$ cat src/rtl/my_io_ctrl.sv
// my_io_ctrl: memory-mapped I/O controller for the data-memory port.
// Hex digit registers out; synchronised, debounced inputs with sticky events and irq in.
//
// Ports:
//   dmem_clk        clock, all state changes on the rising edge
//   reset           synchronous active-high reset
//   addr            word address within the I/O window
//   datain          write data
//   write_io_enable write strobe
//   io_in           asynchronous switch/key inputs
//   io_out          packed digit registers, digit k at [k*DIGIT_W +: DIGIT_W]
//   dataout         registered read data
//   irq             registered |(evt & mask)
module my_io_ctrl #(
   parameter int N_DIGITS  = 6,
   parameter int DIGIT_W   = 4,
   parameter int IN_W      = 10,
   parameter int DB_CYCLES = 16
) (
   input  logic                         dmem_clk,
   input  logic                         reset,
   input  logic [4:0]                   addr,
   input  logic [31:0]                  datain,
   input  logic                         write_io_enable,
   input  logic [IN_W-1:0]              io_in,
   output logic [N_DIGITS*DIGIT_W-1:0]  io_out,
   output logic [31:0]                  dataout,
   output logic                         irq
);

   localparam int CNT_W = $clog2(DB_CYCLES);
   localparam logic [CNT_W-1:0] CNT_MAX = CNT_W'(DB_CYCLES - 1);

   localparam logic [4:0] A_CLR  = 5'h08;
   localparam logic [4:0] A_DB   = 5'h10;
   localparam logic [4:0] A_EVT  = 5'h11;
   localparam logic [4:0] A_RAW  = 5'h12;
   localparam logic [4:0] A_MASK = 5'h13;

   logic [DIGIT_W-1:0] digit_q [N_DIGITS];
   logic [DIGIT_W-1:0] digit_d [N_DIGITS];
   logic [IN_W-1:0]    sync1_q;
   logic [IN_W-1:0]    sync2_q;
   logic [IN_W-1:0]    db_q;
   logic [IN_W-1:0]    db_d;
   logic [CNT_W-1:0]   cnt_q [IN_W];
   logic [CNT_W-1:0]   cnt_d [IN_W];
   logic [IN_W-1:0]    evt_q;
   logic [IN_W-1:0]    evt_d;
   logic [IN_W-1:0]    mask_q;
   logic [IN_W-1:0]    mask_d;
   logic [IN_W-1:0]    w1c;
   logic [31:0]        dout_q;
   logic [31:0]        dout_d;
   logic               irq_q;
   logic               irq_d;
   logic               unused_datain;

   // Upper write-data bits are only meaningful for some registers.
   assign unused_datain = ^datain;

   // Per-bit debouncer: a mismatch must persist for DB_CYCLES samples.
   always_comb begin
      db_d = db_q;
      for (int i = 0; i < IN_W; i++) begin
         cnt_d[i] = '0;
         if (sync2_q[i] != db_q[i]) begin
            if (cnt_q[i] == CNT_MAX) begin
               db_d[i] = sync2_q[i];
            end else begin
               cnt_d[i] = cnt_q[i] + 1'b1;
            end
         end
      end
   end

   // Writes: digits, clear-all, W1C events, mask.
   always_comb begin
      for (int k = 0; k < N_DIGITS; k++) begin
         digit_d[k] = digit_q[k];
      end
      w1c    = '0;
      mask_d = mask_q;
      if (write_io_enable) begin
         for (int k = 0; k < N_DIGITS; k++) begin
            if (addr == 5'(k)) begin
               digit_d[k] = datain[DIGIT_W-1:0];
            end
         end
         if (addr == A_CLR) begin
            for (int k = 0; k < N_DIGITS; k++) begin
               digit_d[k] = '0;
            end
         end
         if (addr == A_EVT) begin
            w1c = datain[IN_W-1:0];
         end
         if (addr == A_MASK) begin
            mask_d = datain[IN_W-1:0];
         end
      end
   end

   // A rising debounced level wins over a simultaneous clear.
   always_comb begin
      evt_d = (evt_q & ~w1c) | (db_d & ~db_q);
      irq_d = |(evt_d & mask_q);
   end

   // Read mux samples pre-write state, so read-modify in one cycle
   // returns the old value.
   always_comb begin
      dout_d = '0;
      if (addr[4:3] == 2'b00) begin
         for (int k = 0; k < N_DIGITS; k++) begin
            if (addr[2:0] == 3'(k)) begin
               dout_d[DIGIT_W-1:0] = digit_q[k];
            end
         end
      end else begin
         case (addr)
            A_DB:    dout_d[IN_W-1:0] = db_q;
            A_EVT:   dout_d[IN_W-1:0] = evt_q;
            A_RAW:   dout_d[IN_W-1:0] = sync2_q;
            A_MASK:  dout_d[IN_W-1:0] = mask_q;
            default: dout_d = '0;
         endcase
      end
   end

   always_ff @(posedge dmem_clk) begin
      if (reset) begin
         for (int k = 0; k < N_DIGITS; k++) begin
            digit_q[k] <= '0;
         end
         for (int i = 0; i < IN_W; i++) begin
            cnt_q[i] <= '0;
         end
         sync1_q <= '0;
         sync2_q <= '0;
         db_q    <= '0;
         evt_q   <= '0;
         mask_q  <= '0;
         dout_q  <= '0;
         irq_q   <= 1'b0;
      end else begin
         for (int k = 0; k < N_DIGITS; k++) begin
            digit_q[k] <= digit_d[k];
         end
         for (int i = 0; i < IN_W; i++) begin
            cnt_q[i] <= cnt_d[i];
         end
         sync1_q <= io_in;
         sync2_q <= sync1_q;
         db_q    <= db_d;
         evt_q   <= evt_d;
         mask_q  <= mask_d;
         dout_q  <= dout_d;
         irq_q   <= irq_d;
      end
   end

   for (genvar k = 0; k < N_DIGITS; k++) begin : g_out
      assign io_out[k*DIGIT_W +: DIGIT_W] = digit_q[k];
   end

   assign dataout = dout_q;
   assign irq     = irq_q;

endmodule
$ cat config.mk
export PLATFORM = sky130hd
export DESIGN_NAME = my_io_ctrl
export DESIGN_NICKNAME = d
export VERILOG_FILES = /design/src/rtl/my_io_ctrl.sv
export SDC_FILE = /design/constraint.sdc
export NUM_CORES = 1
export LEC_CHECK = 0
export BUFFER_PORTS_ARGS = -buffer_cell sky130_fd_sc_hd__buf_2
export CAP_MARGIN = 30
export CORE_UTILIZATION = 30
export CTS_CLUSTER_DIAMETER = 50
export CTS_CLUSTER_SIZE = 16
export DETAILED_ROUTE_END_ITERATION = 16
export MAX_ROUTING_LAYER = met4
export PLACE_DENSITY = 0.53
export SLEW_MARGIN = 40
export SYNTH_ARGS = -nofsm -noshare
export SYNTH_HDL_FRONTEND = slang
export SYNTH_SLANG_ARGS = --single-unit
$ cat constraint.sdc
create_clock -name dmem_clk -period 3.3 [get_ports dmem_clk]
set_input_delay 0.66 -clock dmem_clk [delete_from_list [all_inputs] [get_ports dmem_clk]]
set_output_delay 0.66 -clock dmem_clk [all_outputs]
set_load 0.01 [all_outputs]
# Word-level counts from Yosys, hierarchy flattened
# Memory sizes are Yosys's and may differ from the RTL's.
# Index checks and enable logic that the tools add are counted.
# classes
addsub,10
eq_ne,35
mux,77
bitwise_logic,22
n_reduce_logical,6
# op_table
operator,count
2-to-1 mux 4 bit,49
2-to-1 mux 24 bit,2
"adder 4 x 1 -> 4 bit, second input constant",10
"equality test 4 bit, second input constant",10
case mux 10 bit (4 select lines),1
bitwise AND 10 bit,3
2-to-1 mux 1 bit,23
"equality test 5 bit, second input constant",4
2-to-1 mux 10 bit,2
inverter 10 bit,2
bitwise OR 1 bit,16
"equality test 5 x 2 -> 1 bit, second input constant",2
"equality test 5 x 3 -> 1 bit, second input constant",2
!= test 1 bit,10
bitwise OR 10 bit,1
OR reduction 10 bit,1
"equality test 3 x 2 -> 1 bit, second input constant",2
"equality test 3 bit, second input constant",2
"equality test 5 x 1 -> 1 bit, second input constant",1
"equality test 5 x 4 -> 1 bit, second input constant",1
logical NOT 5 bit,1
"equality test 3 x 1 -> 1 bit, second input constant",1
logical NOT 3 bit,1
logical NOT 2 bit,1
other kinds (2),2
# word_totals
regBits,83
ram_bits,64
memories,2
# memory_table
memory,words,width,rd,rd_ports_with_merged_regs,write_ports,line,text
cnt_q,10,4,10,0,10,46,logic [CNT_W-1:0] cnt_q [IN_W];
digit_q,6,4,6,0,6,40,logic [DIGIT_W-1:0] digit_q [N_DIGITS];

# Depth between registers and ports, before layout
# Gate-level depths: netlist of run 1.
# depth
depth_word,8
ltp_mapped,7
ltp_nobuf,6

# Least setup slack after synthesis of run 1
# No wires, ideal clock.
# synth_path
path_type,input-to-reg
startpoint,input addr[1]
endpoint,"register irq_q, in the netlist irq"
setup_ns,0.133
arrival_time_ns,1.866
required_ns,3.167
setup_slack_ns,1.302
stages,6
path_buffers,1
path_cell_list,buf_2 -> nand2b_4 -> or3_1 -> a31o_1 -> a311oi_1 -> a31oi_1
# synth_via
elab_chain_cells,8
# synth_rtl
item,line,text
start: declaration,22,"input logic [4:0] addr,"
equality test 5 bit,95,if (addr == A_EVT) begin
2-to-1 mux 10 bit,95,
2-to-1 mux 10 bit,84,if (write_io_enable) begin
inverter 10 bit,106,evt_d = (evt_q & ~w1c) | (db_d & ~db_q);
bitwise AND 10 bit,106,
bitwise OR 10 bit,106,
bitwise AND 10 bit,107,irq_d = |(evt_d & mask_q);
OR reduction 10 bit,107,
end signal: assignment,159,irq_q <= irq_d;
end: declaration,55,logic irq_q;
# Every way passes these cells.
# A chain may end at the register's enable or synchronous reset.

==> results of run 1 <==
==> layout by cell type, fill, tap and decap left out, drive strengths merged, types with 5 or more instances in the layout <==
cell type  instances
dfxtp            125
nor2             100
buf               68
nand2             36
nor2b             34
mux2i             30
a21oi             25
inv               22
xnor2             22
conb              22
clkbuf            20
nand3             17
o21ai             17
or3               12
and3              10
xor2              10
ha                10
mux4               9
o22ai              7
clkinv             6
a32oi              5
==> worst min-delay path by stage <==
stage / to / slack [ns] / start
after floorplan: sync2_q[0] / 0.41 / sync1_q[0]
after global placement: sync2_q[7] / 0.42 / sync1_q[7]
after detailed placement: sync2_q[7] / 0.43 / sync1_q[7]
after CTS: sync1_q[6] / 0.43 / io_in[6]
after global routing: sync1_q[6] / 0.45 / io_in[6]
final: sync2_q[7] / 0.44 / sync1_q[7]
==> critical path, delay by kind of cell <==
family | cells | cell delay [ns]
buffers and inverters | 1 | 0.40
AOI/OAI and AO/OA | 1 | 0.14
and+or+nand+nor | 4 | 1.20
==> state kept, by name, indices dropped and copies added (netlist names) <==
name	count
sync2_q	10
irq	1
sync1_q	10
digit_q	24
evt_q	10
db_q	10
mask_q	10
cnt_q	40
dataout	10
==> logic make-up after synthesis <==
| logic type | count (synthesis) |
|---|---|
| AOI/OAI and AO/OA | 70 |
| DFF | 125 |
| buffers and inverters | 68 |
| xor gates and xnor gates | 32 |
| and+or+nand+nor | 235 |
| muxes | 39 |
| other | 1 |
| adders and majority gates | 10 |
==> area by class of cell <==
type	count	area (um2)	share of cell area, %
Tap cell	225	282	4.40
Sequential cell	125	2500	39.1
Clock buffer	20	457	7.13
Clock inverter	12	120	1.88
Timing Repair Buffer	68	368	5.75
Multi-Input combinational cell	408	2590	40.5
Inverter	22	82.6	1.29
==> power breakdown <==
| part | switching (uW) | internal, uW |
|---|---|---|
| combinational | 107 | 62.8 |
| sequential | 14.8 | 1530 |
| clock | 668 | 1140 |
==> per-layer routing <==
layer | vias to the layer above | wire (um) | GRT usage [%]
met2 | 103 | 6130 | 23.5
met1 | 1983 | 5650 | 17.8
li1 | 2050 | - | -
met5 | - | 0 | -
met4 | 0 | 237 | 6.67
met3 | 17 | 589 | 4.33
==> through the flow <==
step | setup WS [ns] | utilization (%) | std cells
floorplan | 1.30 | - | 601
CTS | 1.25 | 36.8 | 880
detailed placement | 0.810 | 33.4 | 848
global placement | 0.859 | 33.4 | 848
finish | 1.25 | 36.8 | 880
global route | 1.06 | 36.8 | 880
==> reports/results.md, run 1 <==
| Step | Item | Value |
| --- | --- | --- |
| worst setup path | Type of the worst setup path | input port to flop |
| synthesis | Synthesized-area fraction occupied by and/or/nand/nor cells | 21.7% |
| synthesis | Fraction of synthesized cell area in xor and xnor cells | 5.21% |
| synthesis | Yosys synthesis warning count | 0 |
| power | Maximum vdd drop | 300 uV |
| timing | Final-layout setup total negative slack | 0 ns |
| timing | Worst rel slew slack | 52.6% |
| finish | Share of cells above drive strength 1 | 17.4% |
| drt | First-pass iteration count of the detailed router | 6 |
| clock tree | Number of H-tree levels | 4 |
| worst setup path | Largest fanout of any net on the critical path | 16 |
| synthesis | Cell with the most instances after synthesis | sky130_fd_sc_hd__dfxtp_1 |
| timing | Post-layout min period | 2.05 ns |
| worst setup path | Beginning of the worst register-to-register path | cnt_q[0][0] |
| clock tree | Bufs on Longest Clock Path | 2 |
| synthesis | Most instantiated flip-flop cell in the synthesis netlist | sky130_fd_sc_hd__dfxtp_1 |
| synthesis | Number of storage elements in the synthesis netlist | 125 |
| min path | Worst Hold Class | flop to flop |
| clock tree | CTS tree | built |
| timing | Tightest hold margin | 0.436 ns |
| worst setup path | Slowest stage cell, crit path | sky130_fd_sc_hd__nor2_1 |
| clock tree | TritonCTS Sinks | 125 |
| finish | Count of filler cells inserted in the layout | 1747 |
| drt | Per-cell routed wire length | 14.3 um |
| global routing | First-pass GRT wire length | 20200 um |
| finish | Number of antenna repair diodes | 0 |
| global routing | Largest net degree at the start of global routing | 55 |
| synthesis | Leading post-synthesis cells by cell area | sky130_fd_sc_hd__dfxtp_1, sky130_fd_sc_hd__nor2_1, sky130_fd_sc_hd__mux2i_1 |
| synthesis | Syn Std Cell Area | 5380 um2 |
| drt | DRC violations left | 0 |
| floorplanning | Core region area | 17400 um2 |
| drt | Sum of routed wire length over all layers | 12600 um |
| power | Ratio of total power to cell area | 550 nW/um2 |
| floorplanning | Initial cell density of the core | 30.9% |
| synthesis | Sequential area share after synthesis | 46.5% |
| timing | Worst Max-Slew Pin Slew | 0.711 ns |
| worst setup path | Kind of end point of the critical path | flop |
| timing | RSZ-0062 raised after global routing | false |
| worst setup path | Worst setup path start | addr[0] |
| synthesis | Ranking of synthesized cells by instance count | sky130_fd_sc_hd__dfxtp_1, sky130_fd_sc_hd__nor2_1, sky130_fd_sc_hd__nand2_1 |
| synthesis | Mux share of post-synthesis cell area | 9.36% |
| global routing | GR Util All Layers | 15.0% |
| synthesis | Post-synthesis share of cell area spent on full adders, half adders and majority gates | 2.33% |
| drt | Number of DRC markers after the initial detailed-route iteration | 204 |
| placement | Estimated wirelength of the detail-placed design | 9050 um |
| floorplanning | Chip Width | 136 um |
| placement | Placer Congestion | 0.798 |
| drt | Routed Antenna Nets | 0 |
| run | Max-capacitance violation count | 0 |
| clock tree | Post CTS Setup Buffer Count | 0 |
| timing | Final count of negative-setup-slack endpoints | 0 |
| worst setup path | Nature of the critical path startpoint | input port |
| worst setup path | Crit Reg-Reg Endpoint | irq |
| synthesis | Library cell occupying the most area in the post-synthesis netlist | sky130_fd_sc_hd__dfxtp_1 |
| floorplanning | Die H | 136 um |
| timing | Maximum clock rate | 487 MHz |
| power | Reported leakage power | 0.00265 uW |
| synthesis | Combinational family with the most area after synthesis | simple AND/OR/NAND/NOR gates |
| finish | Area growth syn-to-layout | 19.1% |
| power | Overall power | 3520 uW |
| worst setup path | Path depth of the worst reg2reg path | 6 |
| synthesis | Mean instance size in the synthesized netlist | 9.27 um2 |
| worst setup path | Termination of the worst setup path | digit_q[0][1] |
| synthesis | Cell count after synthesis | 580 |
| synthesis | Yosys cell types | 51 |
| timing | Final count of hold timing violations | 0 |
| worst setup path | Data required time of the worst path | 3.66 ns |
| finish | Final-stage net count | 702 |
| clock tree | Clock insertion delay at the later pin of the skew report | 0.42 ns |
| clock tree | Clock input transition at the sequential cells of the worst setup and hold paths | 0.05 ns |
| synthesis | Compound-gate portion of the synthesized area | 8.05% |
| drt | Via count | 4153 |
| placement | Cell area after placement | 5820 um2 |
| worst setup path | Worst reg2reg setup slack | 1.54 ns |
| placement | Total of buffers placed on input and output ports | 62 |
| clock tree | Number of buffers created by CTS | 17 |
| synthesis | Fraction of registers with async set/reset | 0% |
| clock tree | Number of hold buffers added after CTS | 0 |
| synthesis | Number of enable-type register cells in the synthesized netlist | 0 |
| min path | Worst Hold Path Cells | 1 |
| floorplanning | Placement row count | 48 |
| worst setup path | CP arrival | 2.41 ns |
| synthesis | Area fraction of the dominant cell type after synthesis | 46.5% |
| drt | Detail-routed via count per cell | 4.72 |
| timing | Final Slew Violations | 0 |
| worst setup path | Peak per-stage delay on the critical path | 0.51 ns |
| floorplanning | Ports | 107 |
| global routing | Number of antenna violations at the first check in global routing | 0 |
| global routing | Via count of the first global-routing pass | 3944 |
| clock tree | CTS Root Cell | sky130_fd_sc_hd__clkbuf_16 |
| timing | Final clock period utilization by the worst path | 62.3% |
| worst setup path | Most frequent cell on the critical path | sky130_fd_sc_hd__nor2_1 |
| finish | Post-route cell area | 6400 um2 |
| timing | Post-route clock skew | 0.00596 ns |
| floorplanning | DIE AREA | 18500 um2 |
| worst setup path | Critical-path cell list | buf_2 > nor2_1 > and4bb_2 > nor2_1 > nand3_1 > a21oi_1 |
| clock tree | Post-CTS Resized | 0 |
| status | Result of the run | finished clean |
| global routing | Overall overflow remaining after global route | 0 |
Power figures use the tool's default switching activity.
==> run 2: changes to the inputs <==
PLACE_DENSITY = 0.54   (was 0.53)
clock period = 1.8 ns   (was 3.3 ns; I/O delays follow)
==> reports/results.md, run 2 (synthesis gave the netlist of run 1 again) <==
| Step | Item | Value |
| --- | --- | --- |
| timing | Maximum clock rate | 604 MHz |
| placement | Placer Congestion | 0.867 |
| finish | Area growth syn-to-layout | 23.0% |
| finish | Most frequent standard cell in the layout excluding fill and tap cells | sky130_fd_sc_hd__dfxtp_1 |
| drt | First-pass iteration count of the detailed router | 5 |
| global routing | GR Util All Layers | 15.6% |
| finish | Area of the multi-input gates | 2590 um2 |
| worst setup path | Type of the worst setup path | flop to flop |
| worst setup path | Number of logic stages on the critical path including buffering | 6 |
| clock tree | CTS Root Cell | sky130_fd_sc_hd__clkbuf_16 |
| worst setup path | Kind of end point of the critical path | flop |
| timing | Worst rel slew slack | 55.6% |
| finish | Count of filler cells inserted in the layout | 1774 |
| worst setup path | Cell family with most CP delay | compound AO/OA/AOI/OAI gates |
| finish | Number of antenna repair diodes | 0 |
| timing | Worst Max-Slew Pin Slew | 0.664 ns |
| clock tree | Bufs on Longest Clock Path | 2 |
| floorplanning | DIE AREA | 18500 um2 |
| timing | RSZ-0062 raised after global routing | false |
| global routing | Via count of the first global-routing pass | 4211 |
| clock tree | Number of buffers created by CTS | 17 |
| worst setup path | Peak per-stage delay on the critical path | 0.38 ns |
| global routing | Overall overflow remaining after global route | 0 |
| worst setup path | Slowest stage cell, crit path | sky130_fd_sc_hd__a2111oi_0 |
| drt | Sum of routed wire length over all layers | 13000 um |
| worst setup path | Largest fanout of any net on the critical path | 3 |
| timing | Final count of negative-setup-slack endpoints | 0 |
| worst setup path | Data required time of the worst path | 2.09 ns |
| status | Result of the run | finished clean |
| power | Overall power | 6570 uW |
| clock tree | Clock input transition at the sequential cells of the worst setup and hold paths | 0.06 ns |
| clock tree | TritonCTS Sinks | 125 |
| min path | Endpoint with the worst hold slack | sync1_q[5] |
| placement | Total of buffers placed on input and output ports | 62 |
| drt | Per-cell routed wire length | 14.3 um |
| min path | Worst Hold Path Cells | 2 |
| drt | DRC violations left | 0 |
| drt | Detail-routed via count per cell | 4.70 |
| finish | Largest Register | cnt_q |
| power | Ratio of total power to cell area | 993 nW/um2 |
| finish | Largest registers | cnt_q: 40 flops, digit_q: 24 flops |
| global routing | Largest net degree at the start of global routing | 32 |
| timing | Post-route clock skew | 0.00600 ns |
| placement | Estimated wirelength of the detail-placed design | 9700 um |
| floorplanning | Placement row count | 48 |
| worst setup path | Worst reg2reg setup slack | 0.14 ns |
| clock tree | Post-CTS Resized | 0 |
| min path | Worst Hold Class | input port to flop |
| worst setup path | Buffer and inverter count on the worst path | 0 |
| power | Maximum vdd drop | 720 uV |
| floorplanning | Initial cell density of the core | 30.9% |
| global routing | First-pass GRT wire length | 21300 um |
| finish | Final-stage net count | 730 |
| finish | Non-filler cells, final | 908 |
| clock tree | Number of hold buffers added after CTS | 0 |
| finish | Flip-flop and latch area | 2500 um2 |
| floorplanning | Core region area | 17400 um2 |
| clock tree | CTS tree | built |
| timing | Final Slew Violations | 0 |
| worst setup path | Path depth of the worst reg2reg path | 6 |
| worst setup path | Beginning of the worst register-to-register path | cnt_q[3][0] |
| drt | Via count | 4270 |
| finish | Share of cells above drive strength 1 | 20.9% |
| timing | Final clock period utilization by the worst path | 92.1% |
| clock tree | Clock insertion delay at the later pin of the skew report | 0.42 ns |
| worst setup path | Crit Reg-Reg Endpoint | irq |
| global routing | Number of antenna violations at the first check in global routing | 0 |
| finish | Largest register FFs | 40 |
| worst setup path | CP arrival | 1.94 ns |
| worst setup path | Critical-path cell list | ha_1 > and3_1 > nand3b_1 > o22ai_1 > a2111oi_0 > a31oi_1 |
| clock tree | Post CTS Setup Buffer Count | 0 |
| min path | Start point of the worst min-delay path | io_in[5] |
| power | Reported leakage power | 0.00277 uW |
| drt | Routed Antenna Nets | 0 |
| timing | Post-layout min period | 1.66 ns |
| floorplanning | Ports | 107 |
| run | Max-capacitance violation count | 0 |
| finish | Highest-count cells in the layout ignoring fill and taps | sky130_fd_sc_hd__dfxtp_1, sky130_fd_sc_hd__nor2_1, sky130_fd_sc_hd__buf_2 |
| floorplanning | Die H | 136 um |
| floorplanning | Chip Width | 136 um |
| placement | Cell Count Post-Placement | 876 |
| worst setup path | Nature of the critical path startpoint | flop |
| clock tree | Number of H-tree levels | 4 |
| timing | Final count of hold timing violations | 0 |
| drt | Number of DRC markers after the initial detailed-route iteration | 318 |
==> run 2: through the flow <==
step	setup slack [ns]	hold slack (ns)	setup TNS (ns)	utilization, %	cell area (um2)
final	0.143	0.147	0	38.0	6620
after global routing	0.0336	0.141	0	38.0	6620
after CTS	0.129	0.133	0	38.0	6620
after detailed placement	-0.00734	0.428	-0.00734	34.6	6020
after global placement	-0.0117	0.424	-0.0117	34.6	6020
after floorplan	0.102	0.414	0	-	5460
==> run 2: how the worst max path moves through the flow <==
stage	slack [ns]	end	startpoint
after global placement	-0.01	irq	addr[2]
after detailed placement	-0.007	irq	addr[2]
after CTS	0.13	irq	cnt_q[3][0]
after global routing	0.03	irq	cnt_q[3][0]
after floorplan	0.10	irq	addr[1]
final	0.14	irq	cnt_q[3][0]
==> run 2: report_power, final <==
group / switching, uW / total [uW] / internal [uW] / leakage [uW]
registers: 28.4 / 2840 / 2810 / 0.00101
clock network: 1280 / 3390 / 2110 / 0.000270
logic: 204 / 349 / 146 / 0.00149
==> run 2: metal layers <==
metal / global-route usage (%) / part of all wire [%]
met1: 19.3 / 46
met2: 24.0 / 48
met3: 3.54 / 3.7
met4: 7.41 / 1.7
met5: - / 0
==> run 2: cell type report <==
class                           count  share of cell area [%]
Sequential cell                   125                    37.8
Clock inverter                     13                    2.12
Clock buffer                       19                    6.85
Tap cell                          225                    4.26
Multi-Input combinational cell    408                    39.2
Timing Repair Buffer               96                    8.55
Inverter                           22                    1.25
